===== src/rtl/ps2_pkg.sv =====
// Shared PS/2 mouse definitions: receiver states, packet header bit positions,
// screen geometry shared with the VGA and game-controller blocks.
package ps2_pkg;

  typedef enum logic [1:0] {
    RX_IDLE,
    RX_DATA,
    RX_PARITY,
    RX_STOP
  } rx_state_t;

  localparam int BTN_L   = 0;
  localparam int ALWAYS1 = 3;
  localparam int XSIGN   = 4;
  localparam int YSIGN   = 5;
  localparam int XOVF    = 6;
  localparam int YOVF    = 7;

  localparam int H_RES = 640;
  localparam int V_RES = 480;

  // Header fields kept from byte 0 until the packet completes.
  typedef struct packed {
    logic yovf;
    logic xovf;
    logic ysign;
    logic xsign;
    logic left;
  } hdr_t;

  // v is a 12-bit two's complement sum; saturate into 0..max_v.
  function automatic logic [9:0] clamp_axis(input logic [11:0] v, input logic [9:0] max_v);
    if (v[11])
      return 10'd0;
    else if (v > {2'b00, max_v})
      return max_v;
    else
      return v[9:0];
  endfunction

endpackage


===== src/rtl/ps2_rx.sv =====
// PS/2 byte receiver: synchronisers, clock glitch filter, falling-edge strobe,
// and the start/data/parity/stop framing FSM with odd-parity and stop checks.
module ps2_rx
  import ps2_pkg::*;
#(
  parameter int FILT_LEN = 8
) (
  input  logic       clk,
  input  logic       rst_n,
  input  logic       ps2_clk,
  input  logic       ps2_data,
  input  logic       abort,
  output logic [7:0] rx_byte,
  output logic       byte_valid,
  output logic       byte_err,
  output logic       busy,
  output logic       strobe
);

  logic [1:0]          clk_sync_reg, data_sync_reg;
  logic [FILT_LEN-1:0] filt_sr_reg;
  logic                filt_reg;
  rx_state_t           state_reg, state_next;
  logic [2:0]          cnt_reg, cnt_next;
  logic [7:0]          sr_reg, sr_next;
  logic                par_reg, par_next;
  logic                valid_reg, valid_next, err_reg, err_next;
  logic                bit_in;

  // The filtered clock only changes once FILT_LEN identical samples have been seen.
  always_ff @(posedge clk or negedge rst_n) begin
    if (!rst_n) begin
      clk_sync_reg  <= 2'b11;
      data_sync_reg <= 2'b11;
      filt_sr_reg   <= '1;
      filt_reg      <= 1'b1;
    end else begin
      clk_sync_reg  <= {clk_sync_reg[0], ps2_clk};
      data_sync_reg <= {data_sync_reg[0], ps2_data};
      filt_sr_reg   <= {filt_sr_reg[FILT_LEN-2:0], clk_sync_reg[1]};
      if (&filt_sr_reg)
        filt_reg <= 1'b1;
      else if (~|filt_sr_reg)
        filt_reg <= 1'b0;
    end
  end

  assign strobe = filt_reg & ~|filt_sr_reg;
  assign bit_in = data_sync_reg[1];

  always_ff @(posedge clk or negedge rst_n) begin
    if (!rst_n) begin
      state_reg <= RX_IDLE;
      cnt_reg   <= 3'd0;
      sr_reg    <= 8'd0;
      par_reg   <= 1'b0;
      valid_reg <= 1'b0;
      err_reg   <= 1'b0;
    end else begin
      state_reg <= state_next;
      cnt_reg   <= cnt_next;
      sr_reg    <= sr_next;
      par_reg   <= par_next;
      valid_reg <= valid_next;
      err_reg   <= err_next;
    end
  end

  always_comb begin
    state_next = state_reg;
    cnt_next   = cnt_reg;
    sr_next    = sr_reg;
    par_next   = par_reg;
    valid_next = 1'b0;
    err_next   = 1'b0;
    if (abort) begin
      state_next = RX_IDLE;
    end else if (strobe) begin
      unique case (state_reg)
        RX_IDLE: begin
          if (!bit_in) begin
            state_next = RX_DATA;
            cnt_next   = 3'd0;
          end
        end
        RX_DATA: begin
          sr_next  = {bit_in, sr_reg[7:1]};
          cnt_next = cnt_reg + 3'd1;
          if (cnt_reg == 3'd7)
            state_next = RX_PARITY;
        end
        RX_PARITY: begin
          par_next   = bit_in;
          state_next = RX_STOP;
        end
        RX_STOP: begin
          state_next = RX_IDLE;
          if ((^{sr_reg, par_reg}) && bit_in)
            valid_next = 1'b1;
          else
            err_next = 1'b1;
        end
        default: state_next = RX_IDLE;
      endcase
    end
  end

  assign rx_byte    = sr_reg;
  assign byte_valid = valid_reg;
  assign byte_err   = err_reg;
  assign busy       = (state_reg != RX_IDLE);

endmodule


===== src/rtl/ps2_mouse_tracker.sv =====
// PS/2 mouse stream decoder: assembles 3-byte packets, resyncs on idle timeout,
// and keeps a clamped cursor position plus left-button level and click pulse.
module ps2_mouse_tracker
  import ps2_pkg::*;
#(
  parameter int H_RES       = ps2_pkg::H_RES,
  parameter int V_RES       = ps2_pkg::V_RES,
  parameter int X_INIT      = 320,
  parameter int Y_INIT      = 240,
  parameter int FILT_LEN    = 8,
  parameter int TIMEOUT_CYC = 50000
) (
  input  logic       clk,
  input  logic       rst_n,
  input  logic       ps2_clk,
  input  logic       ps2_data,
  output logic [9:0] mouse_x,
  output logic [9:0] mouse_y,
  output logic       btn_left,
  output logic       click,
  output logic       pkt_err
);

  localparam int CNT_W = $clog2(TIMEOUT_CYC);
  localparam logic [CNT_W-1:0] TO_MAX = CNT_W'(TIMEOUT_CYC - 1);

  logic [7:0]       rx_byte;
  logic             byte_valid, byte_err, busy, strobe, abort;
  logic [1:0]       idx_reg;
  hdr_t             hdr_reg;
  logic [7:0]       dx_reg;
  logic [CNT_W-1:0] to_cnt_reg;
  logic [9:0]       x_reg, y_reg;
  logic             btn_reg, click_reg, err_reg;
  logic [8:0]       dx9, dy9;
  logic [11:0]      sum_x, sum_y;

  ps2_rx #(.FILT_LEN(FILT_LEN)) u_rx (
    .clk        (clk),
    .rst_n      (rst_n),
    .ps2_clk    (ps2_clk),
    .ps2_data   (ps2_data),
    .abort      (abort),
    .rx_byte    (rx_byte),
    .byte_valid (byte_valid),
    .byte_err   (byte_err),
    .busy       (busy),
    .strobe     (strobe)
  );

  // A strobe in the same cycle always beats the timeout.
  assign abort = (busy || idx_reg != 2'd0) && !strobe && (to_cnt_reg == TO_MAX);

  always_ff @(posedge clk or negedge rst_n) begin
    if (!rst_n)
      to_cnt_reg <= '0;
    else if (strobe || abort || !(busy || idx_reg != 2'd0))
      to_cnt_reg <= '0;
    else
      to_cnt_reg <= to_cnt_reg + 1'b1;
  end

  // dy arrives live on rx_byte in the cycle its byte_valid is high.
  always_comb begin
    dx9   = hdr_reg.xovf ? 9'd0 : {hdr_reg.xsign, dx_reg};
    dy9   = hdr_reg.yovf ? 9'd0 : {hdr_reg.ysign, rx_byte};
    sum_x = {2'b00, x_reg} + {{3{dx9[8]}}, dx9};
    sum_y = {2'b00, y_reg} - {{3{dy9[8]}}, dy9};
  end

  always_ff @(posedge clk or negedge rst_n) begin
    if (!rst_n) begin
      idx_reg   <= 2'd0;
      hdr_reg   <= '0;
      dx_reg    <= 8'd0;
      x_reg     <= 10'(X_INIT);
      y_reg     <= 10'(Y_INIT);
      btn_reg   <= 1'b0;
      click_reg <= 1'b0;
      err_reg   <= 1'b0;
    end else begin
      click_reg <= 1'b0;
      err_reg   <= 1'b0;
      if (abort || byte_err) begin
        idx_reg <= 2'd0;
        err_reg <= 1'b1;
      end else if (byte_valid) begin
        case (idx_reg)
          2'd0: begin
            if (rx_byte[ALWAYS1]) begin
              hdr_reg <= {rx_byte[YOVF], rx_byte[XOVF], rx_byte[YSIGN],
                          rx_byte[XSIGN], rx_byte[BTN_L]};
              idx_reg <= 2'd1;
            end else begin
              err_reg <= 1'b1;
            end
          end
          2'd1: begin
            dx_reg  <= rx_byte;
            idx_reg <= 2'd2;
          end
          default: begin
            x_reg     <= clamp_axis(sum_x, 10'(H_RES - 1));
            y_reg     <= clamp_axis(sum_y, 10'(V_RES - 1));
            btn_reg   <= hdr_reg.left;
            click_reg <= hdr_reg.left & ~btn_reg;
            idx_reg   <= 2'd0;
          end
        endcase
      end
    end
  end

  assign mouse_x  = x_reg;
  assign mouse_y  = y_reg;
  assign btn_left = btn_reg;
  assign click    = click_reg;
  assign pkt_err  = err_reg;

endmodule


===== config.mk =====
export PLATFORM = sky130hd
export DESIGN_NAME = ps2_mouse_tracker
export DESIGN_NICKNAME = d
export VERILOG_FILES = /design/src/rtl/ps2_pkg.sv /design/src/rtl/ps2_rx.sv /design/src/rtl/ps2_mouse_tracker.sv
export SDC_FILE = /design/constraint.sdc
export NUM_CORES = 1
export LEC_CHECK = 0
export CELL_PAD_IN_SITES_DETAIL_PLACEMENT = 1
export CELL_PAD_IN_SITES_GLOBAL_PLACEMENT = 2
export CORE_MARGIN = 8
export CORE_UTILIZATION = 35
export CTS_BUF_LIST = sky130_fd_sc_hd__clkbuf_4 sky130_fd_sc_hd__clkbuf_8 sky130_fd_sc_hd__clkbuf_16
export DETAILED_ROUTE_END_ITERATION = 8
export PLACE_DENSITY_LB_ADDON = 0.15
export REMOVE_ABC_BUFFERS = 1
export SLEW_MARGIN = 20
export SYNTH_ARGS = -nofsm -noshare
export SYNTH_HDL_FRONTEND = slang
export SYNTH_SLANG_ARGS = --single-unit

===== constraint.sdc =====
create_clock -name clk -period 2.6 [get_ports clk]
set_input_delay 0.65 -clock clk [delete_from_list [all_inputs] [get_ports clk]]
set_output_delay 0.65 -clock clk [all_outputs]
set_load 0.005 [all_outputs]

; ---- Word-level counts from Yosys, hierarchy flattened
; Cells that the tools add are included.
[op_classes]
add_sub_neg = 4
order_cmp = 2
n_eq_ne = 11
n_mux = 35
bitwise = 6
n_reduce_logical = 29
[op_table]
columns = cell, count
row1 = 10-bit 2-to-1 mux, 4
row2 = 9-bit 2-to-1 mux, 2
row3 = 1-bit 2-to-1 mux, 17
row4 = 16-bit by 1-bit adder with 16-bit output (second input constant), 1
row5 = 16-bit equality test (second input constant), 1
row6 = 16-bit 2-to-1 mux, 1
row7 = 3-bit AND reduction, 5
row8 = 2-bit 2-to-1 mux, 7
row9 = 11-bit by 9-bit adder with 12-bit output, 1
row10 = 12-bit by 10-bit greater-than comparator with 1-bit output (second input constant), 1
row11 = 12-bit by 9-bit greater-than comparator with 1-bit output (second input constant), 1
row12 = 11-bit by 9-bit subtractor with 12-bit output, 1
row13 = 2-bit nonzero test, 5
row14 = 9-bit parity, 1
row15 = 2-bit case mux with 4 select lines, 1
row16 = 4-bit AND reduction, 2
row17 = 8-bit AND reduction, 1
row18 = 8-bit OR reduction, 1
row19 = 3-bit by 2-bit inequality test with 1-bit output (second input constant), 2
row20 = 3-bit case mux with 2 select lines, 1
row21 = 2-bit by 1-bit equality test with 1-bit output (second input constant), 2
row22 = 2-bit equality test (second input constant), 2
row23 = 2-bit logical NOT, 2
row24 = 1-bit logical OR, 4
row25 = 13 further kinds, 21
[word_totals]
ff_bits = 83
inputBits = 4
out_inout_bits = 23

; ---- Logic depth before layout (Yosys ltp)
[logic_depth]
word_depth = 9
mapped_depth = 11
ltp_nobuf = 11

; ---- Modules after synthesis
; A second synthesis with hierarchy kept.
[hier_totals]
hier_cells = 460
area_unflattened_um2 = 4860.9
[modules_own_cells]
columns = module, instances, cells_each, area_each_um2
row1 = ps2_mouse_tracker, 1, 364, 3550.9
row2 = ps2_rx, 1, 96, 1310.0

; ---- Worst setup path after synthesis
; OpenSTA, ideal clock, no wires.
[synth_path]
path_kind = reg2reg
start = reg hdr_reg[3] (netlist bit)
end = reg x_reg[2] (netlist: mouse_x[2])
t_arrival_ns = 2.555
t_required_ns = 2.477
slack_ns = -0.077
stages_incl_launch_ff = 11
period_less_slack_ns = 2.677
cell_sequence = dfrtp_1 -> nor2b_1 -> clkbuf_1 -> ha_1 -> clkbuf_1 -> or2_2 -> a21oi_1 -> o21bai_1 -> xor2_1 -> o311ai_4 -> o221a_2
[synth_between]
elab_chain_cells = 5
[synth_lines]
columns = element, line
row1 = start: declaration, ps2_mouse_tracker.sv:30  ; hdr_t hdr_reg;
row2 = start signal: assignment, ps2_mouse_tracker.sv:91  ; hdr_reg <= {rx_byte[YOVF], rx_byte[XOVF], rx_byte[YSIGN],
row3 = 9-bit 2-to-1 mux (*), ps2_mouse_tracker.sv:65  ; dx9 = hdr_reg.xovf ? 9'd0 : {hdr_reg.xsign, dx_reg};
row4 = 11-bit by 9-bit adder with 12-bit output (*), ps2_mouse_tracker.sv:67  ; sum_x = {2'b00, x_reg} + {{3{dx9[8]}}, dx9};
row5 = 12-bit by 10-bit greater-than comparator with 1-bit output, ps2_pkg.sv:35  ; else if (v > {2'b00, max_v})
row6 = 10-bit 2-to-1 mux, ps2_pkg.sv:35
row7 = 10-bit 2-to-1 mux (*), ps2_pkg.sv:33  ; if (v[11])
row8 = end signal: assignment, ps2_mouse_tracker.sv:76  ; x_reg <= 10'(X_INIT);
row9 = end signal: assignment, ps2_mouse_tracker.sv:103  ; x_reg <= clamp_axis(sum_x, 10'(H_RES - 1));
row10 = end: declaration, ps2_mouse_tracker.sv:33  ; logic [9:0] x_reg, y_reg;
; Mark *: on every way between the ends. The rest lies on a longest branch, timed or not.
; A chain may end at the register's enable or synchronous reset.

; ---- Worst setup path in the final report
[layout_path]
start = reg hdr_reg[3] (netlist bit)
end = reg x_reg[0] (netlist: mouse_x[0])
; The elaborated chain is that of the path after synthesis.

==> flow_summary.json <==
{
  "drt_iter0_drc": 96,
  "nFillCells": 1520,
  "synth_edf_count": 0,
  "synthDominantCellAreaShare_pct": 33.35,
  "grt_usage_pct": 13.94,
  "finalHoldViolCount": 0,
  "slew_violations": 0,
  "synth_area_leaders": "dfrtp_1, dfstp_2, ha_1",
  "drtAntennaViolNets": 0,
  "cts_inserted_buffers": 9,
  "chipHeight_um": 133.1,
  "fin_crit_sh_pct": 103.0,
  "core_area_mm2": 0.01367,
  "synth_xor_area_share_pct": 6.566,
  "cts_tree": "done",
  "synthAdderAreaFrac_pct": 8.650,
  "drc": 0,
  "cts.sinks": 83,
  "tightest_slew_ns": 0.5655,
  "rows": 43,
  "synthMuxAreaShare_pct": 5.498,
  "start_util_pct": 35.14,
  "synth-seq-area-share_pct": 43.75,
  "grt_overflow": 0,
  "power.density_cell_area_mw_per_mm2": 430.8,
  "path_cells": "nor2b_2 -> ha_2 -> inv_2 -> fa_2 -> nor2b_4 -> o31a_1 -> buf_4 -> o21ai_4 -> nor2b_4 -> o21ai_4 -> o311ai_4 -> buf_6 -> o221a_4",
  "cts.hold.buffers_added": 0,
  "period_minus_slack_ns": 2.678,
  "timing.critical_path.buf_inv": 3,
  "finalSetupViolations": 9,
  "critPathTopFamily": "compound AO/OA/AOI/OAI gates",
  "placed_cells": 726,
  "antenna_found_initial": 0,
  "final_area_mm2": 0.006422,
  "outcome": "finished, violations left",
  "grt_pass1_vias": 4128,
  "async_flop_share_pct": 100.0,
  "ir_drop_v": 0.0002955,
  "synth_warnings": 0,
  "rsz0062_at_grt": "yes",
  "n_antenna_cell": 0,
  "violations": "setup timing",
  "ys_seq_elements": 83,
  "synth.distinct_cells": 58,
  "finClkSkew_ns": 0.007065,
  "layout_common_cells": "dfrtp_1, buf_4, nand2_1",
  "htreeDepth": 3,
  "slew_headroom_pct": 62.30,
  "synth_compound_area_share_pct": 14.62,
  "p_leak_nw": 2.810,
  "stdcell_count": 750,
  "layout-drive-gt1-share_pct": 32.46,
  "worstPathMaxFanout": 7,
  "die_w_um": 133.1,
  "register_area_mm2": 0.002103,
  "grt_pass1_wl_mm": 20.27,
  "cts-root-buf": "clkbuf_16",
  "drt-total-wl_mm": 12.10,
  "die-area_mm2": 0.01772,
  "max_stage_delay_ns": 0.45,
  "synth_top_family_by_area": "simple AND/OR/NAND/NOR gates",
  "synthSimpleGateAreaFrac_pct": 18.39,
  "final_common_cell": "dfrtp_1",
  "avgRoutedWirePerCell_um": 16.14,
  "cts.clk_slew.worst_paths_ns": 0.07,
  "via_count": 3824,
  "largest_reg_flops": 16,
  "clockBufferDepth": 2,
  "max_cap_violations": 0,
  "grt_max_degree": 42,
  "cp-end-kind": "flip-flop",
  "portBuffers": 26,
  "nNetsFinal": 601,
  "yosys.area.top_type": "dfrtp_1",
  "gp_congestion": 0.7483,
  "dp_hpwl_mm": 8.854,
  "syn_avg_cell_area_um2": 10.05,
  "firstDrtPassIters": 4,
  "io_pins": 27,
  "viasPerCell": 5.099,
  "hold_class": "input pin to asynchronous set/reset pin",
  "multi_input_area_mm2": 0.002944,
  "fmax_mhz": 373.4,
  "worst_setup_path_start_kind": "flip-flop",
  "synth_area_mm2": 0.004802,
  "crit_type": "flip-flop to flip-flop",
  "clk-insertion-delay-late_ns": 0.34,
  "synthCells": 478,
  "worstPathRequired_ns": 2.83,
  "synthFlopType": "dfrtp_1",
  "postPlaceCellArea_mm2": 0.005657,
  "layout_setup_ws_ns": -0.07798,
  "utilization_pct": 47.00,
  "syn_to_final_growth_pct": 33.74,
  "critPathArrivalTime_ns": 2.91,
  "slowest_stage": "dfrtp_2"
}
[Yosys cell counts, drive strengths merged (6+ instances only)]
cell type	count
o21ai	20
dfstp	19
a21oi	28
nand3	16
dfrtp	64
ha	30
nand4	9
a2bb2oi	8
nand2	50
o221a	7
mux2	20
nand2b	14
nor3	6
xor2	13
xnor2	23
clkbuf	8
nor2	39
and3	6
nor2b	18
inv	18
[per-layer routing]
layer	vias to the layer above	track usage [%]	routed length (um)
li1	1863	-	-
met1	1902	16.98	5492
met2	40	24.00	6077
met3	19	3.163	326
met4	0	4.242	207
met5	-	0	0
[stage by stage]
stage	worst slack (ns)	total power [mW]	setup TNS, ns	hold slack (ns)
5_1_grt	-0.1806	2.860	-1.615	0.3399
6_report	-0.07798	2.767	-0.5539	0.2998
3_3_place_gp	-0.06352	1.386	-0.4747	0.3458
2_1_floorplan	-0.1056	1.346	-0.6828	0.3452
3_5_place_dp	-0.1650	1.388	-1.469	0.3476
4_1_cts	-0.1185	2.818	-0.7911	0.3119
[repair_timing]
action,in CTS,in global routing
setup buffers,2,7
setup endpoints to repair,14,19
pin swaps,16,22
gates resized for setup,26,55
endpoints found under the hold margin,0,0
[cell families after synthesis]
group	after synthesis
AOI/OAI and AO/OA	98
xor gates and xnor gates	36
adders and majority gates	32
buffers and inverters	31
DFF	83
muxes	22
and+or+nand+nor	176
[worst paths after layout]
kind / startpoint / endpoint / slack (ns) / depth (start not counted)
worst max-delay path: hdr_reg[3] / mouse_x[0] / -0.08 / 13
worst min-delay path: rst_n / mouse_y[0] / 0.30 / 1
worst max register to register: hdr_reg[3] / mouse_x[0] / -0.08 / 13
worst min register to register: u_rx.data_sync_reg[0] / u_rx.data_sync_reg[1] / 0.36 / 0
max in group asynchronous: rst_n / u_rx.filt_sr_reg[7] / 1.64 / 2
min in group clk: u_rx.data_sync_reg[0] / u_rx.data_sync_reg[1] / 0.36 / 0
[area by class of cell]
| type | count | share of cell area [%] |
|---|---|---|
| multi-input cells | 364 | 45.84 |
| repair buffers | 89 | 11.77 |
| well taps | 180 | 3.507 |
| clock inverters | 7 | 1.578 |
| flip-flops and latches | 83 | 32.75 |
| inverters | 18 | 1.052 |
| clock buffers | 9 | 3.507 |
[report_power, final]
group	switching [mW]	internal [mW]
Sequential	0.00738	1.31
Combinational	0.0312	0.0112
Clock	0.557	0.848
Total	0.595	2.17
No activity file was read; power rests on OpenSTA's default activity.
